$ cat config.mk
export PLATFORM = sky130hd
export DESIGN_NAME = delay_sched_flat
export DESIGN_NICKNAME = d
export VERILOG_FILES = /design/src/rtl/delay_sched_pkg.sv /design/src/rtl/delay_sched_if.sv /design/src/rtl/delay_sched_rr_pick.sv /design/src/rtl/delay_sched.sv /design/src/flat_wrapper.sv
export SDC_FILE = /design/constraint.sdc
export NUM_CORES = 1
export LEC_CHECK = 0
export CAP_MARGIN = 10
export CORE_MARGIN = 10
export CORE_UTILIZATION = 26
export CTS_CLUSTER_DIAMETER = 120
export DETAILED_ROUTE_END_ITERATION = 6
export DONT_BUFFER_PORTS = 1
export PLACE_DENSITY = 0.39
export SYNTH_ARGS = -nofsm -noshare
export SYNTH_HDL_FRONTEND = slang
export SYNTH_SLANG_ARGS = --single-unit
$ cat constraint.sdc
create_clock -name clk -period 3.3 [get_ports clk]
set_clock_uncertainty 0.2 [all_clocks]
set_input_delay 0.495 -clock clk [delete_from_list [all_inputs] [get_ports clk]]
set_output_delay 0.495 -clock clk [all_outputs]
set_load 0.005 [all_outputs]
$ cat src/rtl/delay_sched_pkg.sv
// Shared types and defaults for the delay-timer scheduler.
package delay_sched_pkg;

  typedef enum logic [1:0] {
    IDLE  = 2'd0,
    COUNT = 2'd1,
    DONE  = 2'd2
  } sched_state_t;

  localparam int DEF_N = 4;
  localparam int DEF_W = 3;

  // Index width that stays legal for any requester count.
  function automatic int idx_w(input int n);
    return (n > 1) ? $clog2(n) : 1;
  endfunction

endpackage

$ cat src/rtl/delay_sched_if.sv
// Requester-side bundle of the scheduler: request/delay in, grant/done/status out.
interface delay_sched_if
  import delay_sched_pkg::*;
#(
  parameter int N = DEF_N,
  parameter int W = DEF_W
);
  logic [N-1:0]   req;
  logic [N*W-1:0] delay;
  logic [N-1:0]   grant;
  logic [N-1:0]   done;
  logic           busy;
  logic [W-1:0]   cnt;

  modport master (output req, delay, input grant, done, busy, cnt);
  modport slave  (input req, delay, output grant, done, busy, cnt);
endinterface

$ cat src/rtl/delay_sched_rr_pick.sv
// Combinational round-robin picker: first set request after i_last, wrapping.
module rr_pick
  import delay_sched_pkg::*;
#(
  parameter int  N  = DEF_N,
  localparam int IW = idx_w(N)
) (
  input  logic [N-1:0]  i_req,
  input  logic [IW-1:0] i_last,
  output logic [N-1:0]  o_onehot,
  output logic [IW-1:0] o_index,
  output logic          o_valid
);

  int            w_cand;
  logic [IW-1:0] w_cand_idx;

  always_comb begin
    o_onehot   = '0;
    o_index    = '0;
    o_valid    = 1'b0;
    w_cand     = 0;
    w_cand_idx = '0;
    // Offsets 1..N visit last+1 first and last itself at the very end.
    for (int k = 1; k <= N; k++) begin
      w_cand     = (int'(i_last) + k) % N;
      w_cand_idx = IW'(w_cand);
      if (!o_valid && i_req[w_cand_idx]) begin
        o_valid              = 1'b1;
        o_index              = w_cand_idx;
        o_onehot[w_cand_idx] = 1'b1;
      end
    end
  end

endmodule

$ cat src/rtl/delay_sched.sv
// Shared down-counter scheduler: grants one requester, counts its delay, pulses done.
module delay_sched
  import delay_sched_pkg::*;
#(
  parameter int  N  = DEF_N,
  parameter int  W  = DEF_W,
  localparam int IW = idx_w(N)
) (
  input  logic         clk,
  input  logic         nrst,
  delay_sched_if.slave bus
);

  sched_state_t  r_state, w_state_nxt;
  logic [N-1:0]  r_grant, w_grant_nxt;
  logic [N-1:0]  r_done, w_done_nxt;
  logic [W-1:0]  r_cnt, w_cnt_nxt;
  logic [IW-1:0] r_last, w_last_nxt;

  logic [N-1:0]  w_pick_onehot;
  logic [IW-1:0] w_pick_idx;
  logic          w_pick_valid;
  logic [W-1:0]  w_dly [N];

  for (genvar i = 0; i < N; i++) begin : g_dly
    assign w_dly[i] = bus.delay[i*W +: W];
  end

  rr_pick #(.N(N)) u_pick (
    .i_req    (bus.req),
    .i_last   (r_last),
    .o_onehot (w_pick_onehot),
    .o_index  (w_pick_idx),
    .o_valid  (w_pick_valid)
  );

  always_ff @(posedge clk or negedge nrst) begin
    if (!nrst) begin
      r_state <= IDLE;
      r_grant <= '0;
      r_done  <= '0;
      r_cnt   <= '0;
      r_last  <= IW'(N - 1);
    end else begin
      r_state <= w_state_nxt;
      r_grant <= w_grant_nxt;
      r_done  <= w_done_nxt;
      r_cnt   <= w_cnt_nxt;
      r_last  <= w_last_nxt;
    end
  end

  always_comb begin
    w_state_nxt = r_state;
    w_grant_nxt = r_grant;
    w_done_nxt  = '0;
    w_cnt_nxt   = r_cnt;
    w_last_nxt  = r_last;
    case (r_state)
      IDLE: begin
        w_grant_nxt = '0;
        w_cnt_nxt   = '0;
        if (w_pick_valid) begin
          w_state_nxt = COUNT;
          w_grant_nxt = w_pick_onehot;
          w_cnt_nxt   = w_dly[w_pick_idx];
          w_last_nxt  = w_pick_idx;
        end
      end
      COUNT: begin
        // Owner dropping its request abandons the job without a done pulse.
        if ((bus.req & r_grant) == '0) begin
          w_state_nxt = IDLE;
          w_grant_nxt = '0;
          w_cnt_nxt   = '0;
        end else if (r_cnt == '0) begin
          w_state_nxt = DONE;
          w_done_nxt  = r_grant;
        end else begin
          w_cnt_nxt = r_cnt - W'(1);
        end
      end
      DONE: begin
        w_state_nxt = IDLE;
        w_grant_nxt = '0;
        w_cnt_nxt   = '0;
      end
      default: begin
        w_state_nxt = IDLE;
        w_grant_nxt = '0;
        w_cnt_nxt   = '0;
      end
    endcase
  end

  assign bus.grant = r_grant;
  assign bus.done  = r_done;
  assign bus.cnt   = r_cnt;
  assign bus.busy  = (r_state != IDLE);

endmodule

$ cat src/flat_wrapper.sv
// flat-port wrapper written by rule: the top's interface ports become plain ports
module delay_sched_flat import delay_sched_pkg::*;
#(
  parameter int  N  = DEF_N,
  parameter int  W  = DEF_W,
  localparam int IW = idx_w(N)
)
  (clk, nrst, bus_req, bus_delay, bus_grant, bus_done, bus_busy, bus_cnt);
  delay_sched_if #(.N(N), .W(W)) bus_i ();
  input  logic clk;
  input  logic nrst;
  input wire logic [$bits(bus_i.req)-1:0] bus_req;
  input wire logic [$bits(bus_i.delay)-1:0] bus_delay;
  output wire logic [$bits(bus_i.grant)-1:0] bus_grant;
  output wire logic [$bits(bus_i.done)-1:0] bus_done;
  output wire logic [$bits(bus_i.busy)-1:0] bus_busy;
  output wire logic [$bits(bus_i.cnt)-1:0] bus_cnt;
  assign bus_i.req = bus_req;
  assign bus_i.delay = bus_delay;
  assign bus_grant = bus_i.grant;
  assign bus_done = bus_i.done;
  assign bus_busy = bus_i.busy;
  assign bus_cnt = bus_i.cnt;
  delay_sched #(.N(N), .W(W)) u_core (.clk(clk), .nrst(nrst), .bus(bus_i));
endmodule
== After elaboration in Yosys (flattened, before gate mapping) ==
Index checks and enable logic that the tools add are counted.

* Add/subtract/negate cells: 5
* Order comparisons: 9
* Equal/unequal tests: 5
* Muxes and demuxes: 45
* Bitwise operators: 5
* Reduce and logical (&&, ||, !) cells: 16

{| class="wikitable"
|+ Operators with widths
! operator !! count
|-
| $mux W4 || 9
|-
| $mux W3 || 5
|-
| $mux W2 || 7
|-
| $lt A2 B3 Y1 const B || 4
|-
| $mux W1 || 12
|-
| $or A4 B4 Y4 || 3
|-
| $bmux W1 S2 || 4
|-
| $demux W1 S2 || 4
|-
| $ge A2 B1 Y1 const B || 4
|-
| $pmux W4 S2 || 1
|-
| $logic_and A1 B1 Y1 || 7
|-
| $bmux W3 S2 || 1
|-
| $pmux W3 S2 || 1
|-
| $add A2 B1 Y2 const B || 2
|-
| $add A2 B2 Y2 const B || 2
|-
| $and A4 B4 Y4 || 1
|-
| $logic_not A4 Y1 || 1
|-
| $pmux W2 S2 || 1
|-
| $reduce_and A2 Y1 || 2
|-
| $ge A3 B3 Y1 const B || 1
|-
| $logic_not A1 Y1 || 3
|-
| $logic_not A3 Y1 || 1
|-
| $ne A3 B1 Y1 const B || 1
|-
| $ne A3 B2 Y1 const B || 1
|-
| other kinds (7) || 7
|}

* Flip-flop bits (word level): 15
* Input port bits: 18
* Output and inout port bits: 12
* Word-level logic and storage cells: 90

== Depth between registers and ports, before layout ==
* Word-level depth: 19
* Gate-level depth with buffers: 11
* Mapped depth without buffers: 8

== Hierarchy ==
From an unflattened synthesis, not the netlist that was laid out.

* Cells, all modules: 138
* Area, all modules: 1330.0 um^2

{| class="wikitable"
|+ By module, submodules not included
! module !! instances !! cells an instance !! area each (um^2) !! seq. area each (um^2)
|-
| delay_sched || 1 || 52 || 700.7 || 377.9
|-
| rr_pick || 1 || 86 || 629.4 || 0.0
|}

== Worst setup path after synthesis ==
Ideal clock, no wire load.

* Path kind: register to register
* Start point: register u_core.r_last[0]
* End point: register u_core.r_cnt[0], in the netlist u_core.bus.cnt[0]
* Library setup time: 138 ps
* Arrival: 2535 ps
* Data required time: 2962 ps
* Path slack: 427 ps
* Cell stages (with the launch flop): 11
* Path buffers: 3
* Clock period less this slack: 2873 ps
* Path through: dfstp_2 buf_6 buf_2 inv_1 ha_1 mux2_2 buf_2 or3b_4 o221ai_1 a21o_1 o221ai_1

* Longest elaborated chain between the ends: 19
* Elaborated cells on any way between the ends: 32
* Classes of those cells: 4 x add/sub; 21 x mux; 1 x bitwise; 6 x reduce/logical

{| class="wikitable"
|+ RTL lines
! item !! line !! RTL
|-
| start, declared || delay_sched.sv:18 || <nowiki>logic [IW-1:0] r_last, w_last_nxt;</nowiki>
|-
| start signal, assigned || delay_sched.sv:43 || <nowiki>r_last <= IW'(N - 1);</nowiki>
|-
| start signal, assigned || delay_sched.sv:49 || <nowiki>r_last <= w_last_nxt;</nowiki>
|-
| $add A2 B1 Y2 || delay_sched_rr_pick.sv:26 || <nowiki>w_cand = (int'(i_last) + k) % N;</nowiki>
|-
| $bmux W1 S2 || delay_sched_rr_pick.sv:28 || <nowiki>if (!o_valid && i_req[w_cand_idx]) begin</nowiki>
|-
| $mux W1 (not written as such) || delay_sched_rr_pick.sv:28 ||
|-
| $mux W1 || delay_sched_rr_pick.sv:28 ||
|-
| $logic_not A1 Y1 || delay_sched_rr_pick.sv:28 ||
|-
| $logic_and A1 B1 Y1 || delay_sched_rr_pick.sv:28 ||
|-
| $mux W1 || delay_sched_rr_pick.sv:28 ||
|-
| $logic_not A1 Y1 || delay_sched_rr_pick.sv:28 ||
|-
| [... 2 more ...] || n/a ||
|-
| $logic_not A1 Y1 || delay_sched_rr_pick.sv:28 ||
|-
| $logic_and A1 B1 Y1 || delay_sched_rr_pick.sv:28 ||
|-
| $mux W2 || delay_sched_rr_pick.sv:28 ||
|-
| $not A2 Y3 (not written as such) || delay_sched.sv:66 || <nowiki>w_cnt_nxt = w_dly[w_pick_idx];</nowiki>
|-
| $bmux W3 S2 || delay_sched.sv:66 ||
|-
| $mux W3 (not written as such) (2 in series) || delay_sched.sv:66 ||
|-
| $mux W3 (*) || delay_sched.sv:63 || <nowiki>if (w_pick_valid) begin</nowiki>
|-
| $pmux W3 S2 (*) || delay_sched.sv:59 || <nowiki>case (r_state)</nowiki>
|-
| end signal, assigned || delay_sched.sv:48 || <nowiki>r_cnt <= w_cnt_nxt;</nowiki>
|-
| end, declared || delay_sched.sv:17 || <nowiki>logic [W-1:0] r_cnt, w_cnt_nxt;</nowiki>
|}

Mark *: on every way between the ends. The rest lies on a longest branch, timed or not. The select of a mux whose other input is x is not followed.
A chain may end at the register's enable or synchronous reset.

== Worst setup path after layout ==
Ends and elaborated chain as after synthesis.

==> run_results.csv <==
group,metric,value,unit
critical_path,required,3.21,ns
grt,antenna_found_initial,0,
critical_path,path_delay_family,"flip-flops",
grt,met2_usage,0.141,
timing,slew_violations,0,
worst_hold_path,hp-start,"bus_delay[10]",
grt,grt_overflow,0,
logic_synthesis,synth_edf_count,0,
cts,cts_made_buffers,3,
final_layout,fin_util,0.286,
power_and_ir_drop,power,1380,uW
logic_synthesis,synthCells,125,
grt,met1_usage,0.110,
power_and_ir_drop,leakage,0.000594,uW
final_layout,nets,151,
die,num_rows,25,
drt,remaining_drc_errors,0,
die,die_h,89.6,um
grt,use_met3,0.0226,
logic_synthesis,ys_seq_area_frac,0.300,
critical_path,r2r-start,"u_core.r_last[0]",
cts,cts.sinks,15,
timing,finalHoldViolCount,0,
die,die-area,0.00802,mm2
worst_hold_path,hp-class,"in2reg",
die,coreArea,0.00472,mm2
die,ioPinCount,30,
drt,finalWirelength,3330,um
cts,path_clk_slew,0.07,ns
run_status,status,"completed",
final_layout,nFillCells,513,
job,drv_cap,0,
grt,grt_pass1_vias,968,
critical_path,reg2reg_setup_slack,0.59,ns
logic_synthesis,async_flop_share,1.00,
placed_design,placed_cells,184,
logic_synthesis,synth_nets,153,
die,die_w,89.6,um
logic_synthesis,yosys_warnings,0,
critical_path,worst_path_most_repeated_cell,"o221ai_1",
critical_path,cp_num_buf_inv,1,
placed_design,gp_congestion,0.798,
drt,final_antenna_net_count,0,
critical_path,cp_slowest_cell,"dfstp_2",
critical_path,crit_chain,"inv_1 -> ha_1 -> mux4_2 -> nor2b_4 -> or3b_4 -> o221ai_1 -> a21o_1 -> o221ai_1",
critical_path,crit_cells,8,
final_layout,area_growth,7.36,%
timing,slew_headroom,0.514,
timing,finalCriticalPeriod,2.71,ns
timing,rsz0062_at_grt,"false",
timing,fin_tns_setup,0,ns
final_layout,drive_above_1_share,0.148,
critical_path,end_kind,"flip-flop",
cts,root_buffer,"clkbuf_8",
cts,cts_tree,"done",
critical_path,worstSetupPathType,"reg2reg",
cts,clk_path_buf_depth,2,
logic_synthesis,synth.distinct_cells,45,
die,start_util,0.266,
grt,grt_util_all_layers,0.0865,
critical_path,slowest_delay,0.66,ns
final_layout,stdcell_count,189,
cts,worstSkewPairLatency,0.25,ns
power_and_ir_drop,peakVddDrop,0.357,mV
final_layout,diodes,0,
critical_path,worstPathArrival,2.62,ns
critical_path,cp_max_fo,9,
logic_synthesis,synth-main-ff-cell,"dfrtp_1",
critical_path,reg2reg_to,"u_core.bus.cnt[0]",
placed_design,port_buffers,0,
drt,vias_per_cell,5.12,
drt,drt_iter0_markers,61,
grt,grt_pass1_wl,5400,um
cts,htree_num_levels,1,
grt,grt-busiest-layer,"met2",
drt,drtPass1Iterations,4,
timing,max_freq,0.369,GHz
grt,grt_max_degree,16,
logic_synthesis,syn-cell-area,0.00126,mm2
power_and_ir_drop,power_density,1020,mW/mm2
critical_path,crit_end,"u_core.bus.cnt[0]",
timing,setup_viol,0,
drt,avgRoutedWirePerCell,17.6,um
timing,period_share,0.821,
logic_synthesis,avgSynthCellArea,10.1,um2
logic_synthesis,synth_seq_cells,15,
critical_path,startpoint,"u_core.r_last[0]",
placed_design,hpwl,2660,um
critical_path,r2r_cells,8,
timing,tightest_slew,0.727,ns
drt,via_count,968,
critical_path,start_kind,"flip-flop",
==> flip-flops by register name, summed over array words and instances (netlist names) <==
| name | count |
|---|---|
| u_core.r_state | 2 |
| u_core.bus.cnt | 3 |
| u_core.bus.grant | 4 |
| u_core.r_last | 2 |
| u_core.bus.done | 4 |
==> cell families after synthesis <==
kind of cell | count (synthesis) | synth area share
xor+xnor | 2 | 0.0139
buf+inv | 17 | 0.0736
simple gates | 30 | 0.152
fa+ha+maj | 10 | 0.0994
flops | 15 | 0.300
compound gates | 38 | 0.237
mux | 13 | 0.124
==> cells in the final DEF (no fill, tap or decap), drive strengths merged, types with 2 or more instances in the layout <==
| cell | netlist | layout |
|---|---|---|
| o221ai | 5 | 5 |
| o211ai | 2 | 2 |
| ha | 10 | 10 |
| a21o | 5 | 5 |
| a221o | 4 | 4 |
| nor2 | 8 | 8 |
| xnor2 | 2 | 2 |
| o21ai | 4 | 4 |
| a22oi | 4 | 4 |
| mux4 | 2 | 2 |
| nor3 | 2 | 2 |
| inv | 6 | 6 |
| nand2b | 2 | 2 |
| a21oi | 4 | 4 |
| buf | 8 | 3 |
| dfrtp | 13 | 13 |
| nor3b | 3 | 3 |
| clkbuf | 3 | 3 |
| nor2b | 2 | 2 |
| mux2i | 10 | 10 |
| and3 | 4 | 4 |
| a211oi | 4 | 4 |
| nand2 | 2 | 2 |
| dfstp | 2 | 2 |
==> cells in the mapped netlist, types with 3 or more instances <==
cell type  instances  area, um2
a211oi_1           4       30.0
buf_6              3       33.8
nor2_1             8       30.0
inv_1              6       22.5
a21o_1             5       37.5
a22oi_1            4       30.0
o221ai_1           5       43.8
and3_1             4       25.0
a21oi_1            4       20.0
ha_1              10        125
buf_2              4       20.0
a221o_1            4       40.0
mux2i_1           10        100
dfrtp_1           13        325
o21ai_0            3       15.0
==> how the worst min path moves through the flow <==
stage                                     to  depth (start not counted)
after floorplan            u_core.bus.cnt[0]                          0
after global placement    u_core.bus.done[0]                          0
after detailed placement  u_core.bus.done[0]                          0
after CTS                  u_core.bus.cnt[1]                          2
after global routing       u_core.bus.cnt[0]                          2
final                      u_core.bus.cnt[1]                          2
==> where the power goes <==
group / internal (uW) / switching (uW)
Combinational: 409 / 486
Clock: 83.8 / 72.9
Sequential: 258 / 72.0
Total: 751 / 631
==> final cells by class <==
class | count | area [um2] | share of cell area
multi-input combinational | 93 | 788 | 0.583
clock buffer | 3 | 41.3 | 0.0306
tap | 67 | 83.8 | 0.0620
inverter | 6 | 22.5 | 0.0167
timing repair buffer | 4 | 32.5 | 0.0241
sequential | 15 | 378 | 0.280
clock inverter | 1 | 5.00 | 0.00370
==> stage by stage <==
step           setup WS (ns)  cell area (um2)  hold WS, ns
6_report               0.589             1350        0.299
4_1_cts                0.572             1350        0.297
3_5_place_dp           0.583             1290     0.000305
3_3_place_gp           0.633             1290     0.000214
2_1_floorplan          0.427             1260    -0.000591
5_1_grt                0.413             1350        0.322
==> repair_timing <==
| item | in CTS | in global routing |
|---|---|---|
| resized for setup | 0 | 0 |
| endpoints found under the hold margin | 15 | 0 |
| setup buffers | 0 | 0 |
| hold buffers | 1 | 0 |
==> per-layer routing <==
metal	vias up	share of wire
met5	-	0
met4	0	0.0081
met3	4	0.050
met2	23	0.49
met1	479	0.45
li1	462	-
Power figures use the tool's default switching activity.
==> variant 1 (same settings) <==
Reset style: synchronous (`nrst`), changed in one clocked block.
--- a/src/rtl/delay_sched.sv
+++ b/src/rtl/delay_sched.sv
@@ -35,5 +35,5 @@
   );
 
-  always_ff @(posedge clk or negedge nrst) begin
+  always_ff @(posedge clk) begin
     if (!nrst) begin
       r_state <= IDLE;
Formal check against the unedited RTL: differs if nrst is asserted again (counterexample within 4 cycles, from zero or initial values and one cycle with nrst low); with nrst held inactive, the same outputs for 10 cycles.
==> variant 1 against the original RTL <==
- die area hardly changed
- power is 4.2% higher
- sequential share of layout area is 6.0 points lower
- utilization increased by 0.56 points
- setup slack got worse by 0.21 ns
- first-iteration DRC count decreased by 54%
- cell area up 1.3%
- cell count grew 4.8%
- sequential cell count unchanged
- routed wire length fell by 3.1%
- area after synthesis about the same
==> variant 1: results (changes against the original RTL) <==
placed_design:
  hpwl_um: 2620  # -1.5%
  place_ws_ns: 0.426  # -0.157 ns
  io_buffer_count: 0  # unchanged
  gp_congestion: 0.835  # +4.7%
  placed_cells: 194  # +5.4%
timing:
  fmax_mhz: 342  # -7.3%
  worst_pin_slew_ns: 0.778  # +0.0512 ns
grt:
  grt_max_degree: 23  # +7
  track_usage_pct: 8.30  # -0.36 points
  grt_pass1_vias: 999  # +3.2%
  antenna_found_initial: 0  # unchanged
  grt_pass1_wl_um: 5200  # -3.6%
detailed_routing:
  drc: 0  # unchanged
  drtIter0Drc: 28  # -54%
  firstDrtPassIters: 4  # unchanged
  vias: 1074  # +11%
  routed_wl_um: 3230  # -3.1%
  vias_per_cell: 5.42  # +5.9%
clock_network:
  numCtsBuffers: 3  # unchanged
  cts_setup_buffers: 0  # unchanged
  clkTransAtPathRegs_ns: 0.06
  post_cts_resized: 0  # unchanged
  h-tree-depth: 1  # unchanged
  cts_buffer_depth: 2  # unchanged
  clockRootBuffer: "clkbuf_8"
  hold_buffers: 0  # -1
  clock_latency_ns: 0.25  # about the same
final_layout:
  final.fill_count: 521  # +1.6%
  antennaDiodeCount: 0  # unchanged
  drive_gt1_share_pct: 13.9  # -0.87 points
logic_synthesis:
  synth_ff_type: "dfxtp_1"
  yosysUniqueCellTypes: 46  # +2.2%
  yosys-top-cells-area: "dfxtp_1, ha_1, mux4_2, nor2_1, a221oi_1"
  async_reset_ff_share_pct: 0  # -100 points
  synth_cells: 143  # +14%
  ys_warn_count: 0  # unchanged
  syn_nets: 171  # +12%
  synthTopCellsByCount: "nor2_1, dfxtp_1, ha_1"
  synth_seq_area_share_pct: 23.9  # -6.1 points
min_path:
  worst_hold_path_type: "input pin to flip-flop"
power_and_ir_drop:
  cellLeakagePower_nw: 0.536  # -9.8%
  peakVddDrop_mv: 0.384  # +7.5%
status:
  status: "finished clean"
worst_setup_path:
  crit_path_max_fanout: 8  # -1
  arrival_ns: 2.86  # +0.24 ns
variant 1: cell count changes after synthesis, moves of 4 or more:
cell / unedited run / this run
nand2_1: 2 / 6
a21o_1: 5 / 0
dfrtp_1: 13 / 0
mux2i_1: 10 / 5
and3_1: 4 / 0
nor2_1: 8 / 20
dfxtp_1: 0 / 15
a2bb2oi_1: 0 / 4
and2_1: 1 / 6
a221oi_1: 1 / 6
variant 1: layout make-up:
class,count,share of cell area [%]
multi-input cells,111,64.5
clock inverters,1,0.366
clock buffers,3,3.02
flip-flops and latches,15,21.9
repair buffers,5,2.74
well taps,54,4.94
inverters,9,2.47
variant 1: metrics by stage:
| stage | power, W | area (um^2) | util, % |
|---|---|---|---|
| 2_1_floorplan | 0.00110 | 1260 | - |
| 3_3_place_gp | 0.00130 | 1320 | 28.2 |
| 3_5_place_dp | 0.00130 | 1320 | 28.2 |
| 4_1_cts | 0.00146 | 1370 | 29.2 |
| 5_1_grt | 0.00159 | 1370 | 29.2 |
| 6_report | 0.00144 | 1370 | 29.2 |
variant 1: worst paths after layout:
kind	startpoint	endpoint	slack [ns]	cells after the start
max	u_core.r_last[1]$_SDFFE_PN1P_	u_core.bus.cnt[1]$_SDFFE_PN0P_	0.37	9
min reg2reg	u_core.bus.grant[0]$_SDFFE_PN0P_	u_core.bus.done[0]$_SDFF_PP0_	0.35	1
max reg2reg	u_core.r_last[1]$_SDFFE_PN1P_	u_core.bus.cnt[1]$_SDFFE_PN0P_	0.37	9
min	nrst	u_core.r_last[0]$_SDFFE_PN1P_	0.12	1
variant 1: per-layer routing:
layer	track usage [%]	wire length, um	vias to the layer above
li1	-	-	534
met1	10.8	1440	503
met2	12.6	1440	35
met3	2.46	324	2
met4	3.03	18	0
met5	0	0	-
variant 1: critical path, cell delays in order, from the launching register on:
cell and delay [ns]:
dfxtp_1 0.34, inv_1 0.10, ha_1 0.46, mux2i_1 0.35
mux2i_4 0.13, nor4b_1 0.34, a31oi_1 0.10, a31oi_2 0.32
mux4_2 0.35, o2bb2ai_1 0.13
variant 1: kinds of logic after synthesis:
logic type      Yosys count  share of synthesized area, %
compound gates           41                          24.9
xor+xnor                  1                         0.697
fa+ha+maj                10                          9.95
buf+inv                  17                          5.87
flops                    15                          23.9
mux                      13                          15.6
simple gates             46                          19.1
variant 1: power breakdown:
part           internal (W)  switching, W  leakage [nW]  total, W
combinational      0.000465      0.000555         0.387   0.00102
clock             0.0000835     0.0000628        0.0255  0.000146
sequential         0.000228     0.0000450         0.123  0.000273
total              0.000777      0.000662         0.536   0.00144
==> variant 2 (same settings) <==
Made on the original files. The package constant `DEF_W` goes from 3 to 6.
--- a/src/rtl/delay_sched_pkg.sv
+++ b/src/rtl/delay_sched_pkg.sv
@@ -9,5 +9,5 @@
 
   localparam int DEF_N = 4;
-  localparam int DEF_W = 3;
+  localparam int DEF_W = 6;
 
   // Index width that stays legal for any requester count.
Interface: changed (resized bus_cnt and bus_delay); port bits go from 30 to 45. No check against the original RTL was run, so the function may have changed too.
==> variant 2 against the original RTL <==
- maximum frequency decreased by 10%
- sequential cell count increased by 3
- cell area is 16% higher
- synthesized cell count increased by 16%
- area after synthesis up 12%
- power increased by 19%
- setup slack got worse by 0.31 ns
- critical path depth unchanged
- routed wire length rose by 25%
- sequential power up 21%
- count of clock-buffer cells in the layout grew 1
- combinational power grew 20%
- largest cell class unchanged
==> variant 2: results (changes against the original RTL) <==
power_and_ir_drop:
  cellLeakagePower_nw: 0.694  # +17%
  peakVddDrop_mv: 0.416  # +16%
  powerSeq_w: 0.000398  # +21%
  clockPowerShare_pct: 11.0  # -0.3 points
worst_setup_path:
  timing.rr.start: "u_core.r_last[1]$_DFFE_PN1P_"
  r2r_setup_slack_ns: 0.28  # -0.31 ns
  slowest_delay_ns: 0.64  # -0.02 ns
  crit_path_max_fanout: 12  # +3
placed_design:
  gp_congestion: 0.841  # +5.4%
  placed_cells: 216  # +17%
  placed_cell_area_um2: 1500  # +16%
final_layout:
  n_sequential_cell: 18  # +3
  buf_share_pct: 3.04  # +0.63 points
  final.fill_count: 532  # +3.7%
  drive_gt1_share_pct: 13.9  # -0.85 points
  nets: 191  # +26%
logic_synthesis:
  yosysUniqueCellTypes: 38  # -16%
  synth_fa_ha_area_share_pct: 8.01  # -1.9 points
  syn_nets: 184  # +20%
  avgSynthCellArea_um2: 9.69  # -3.8%
  synth-xor-area-share_pct: 3.74  # +2.3 points
  yosys-top-cells-area: "dfrtp_1, ha_1, mux2i_1, nor2_1, mux4_2"
  synth_seq_area_share_pct: 32.2  # +2.2 points
status:
  status: "finished clean"
grt:
  grt_max_degree: 19  # +3
  track_usage_pct: 9.46  # +0.81 points
min_path:
  min_to: "u_core.bus.cnt[0]$_DFFE_PN0P_"
timing:
  worst_pin_slew_ns: 0.853  # +0.126 ns
detailed_routing:
  drtIter0Drc: 85  # +39%
  wire_per_inst_um: 18.8  # +6.9%
floorplanning:
  coreArea_um2: 5170  # +9.5%
variant 2: metal layers:
layer | part of all wire (%) | vias to the layer above | track usage [%]
li1 | - | 561 | -
met5 | 0 | - | 0
met3 | 8.5 | 2 | 4.00
met2 | 46 | 40 | 14.4
met4 | 0.96 | 0 | 3.08
met1 | 44 | 577 | 11.7
variant 2: metrics by stage:
| step | hold WS [ns] | total power (W) | util, % | setup slack [ns] |
|---|---|---|---|---|
| global placement | 0.000282 | 0.00146 | 29.0 | 0.260 |
| CTS | 0.270 | 0.00167 | 30.2 | 0.147 |
| floorplan | -0.000591 | 0.00123 | - | 0.411 |
| global route | 0.273 | 0.00181 | 30.3 | 0.0713 |
| detailed placement | 0.000354 | 0.00147 | 29.0 | 0.161 |
| finish | 0.277 | 0.00165 | 30.3 | 0.279 |
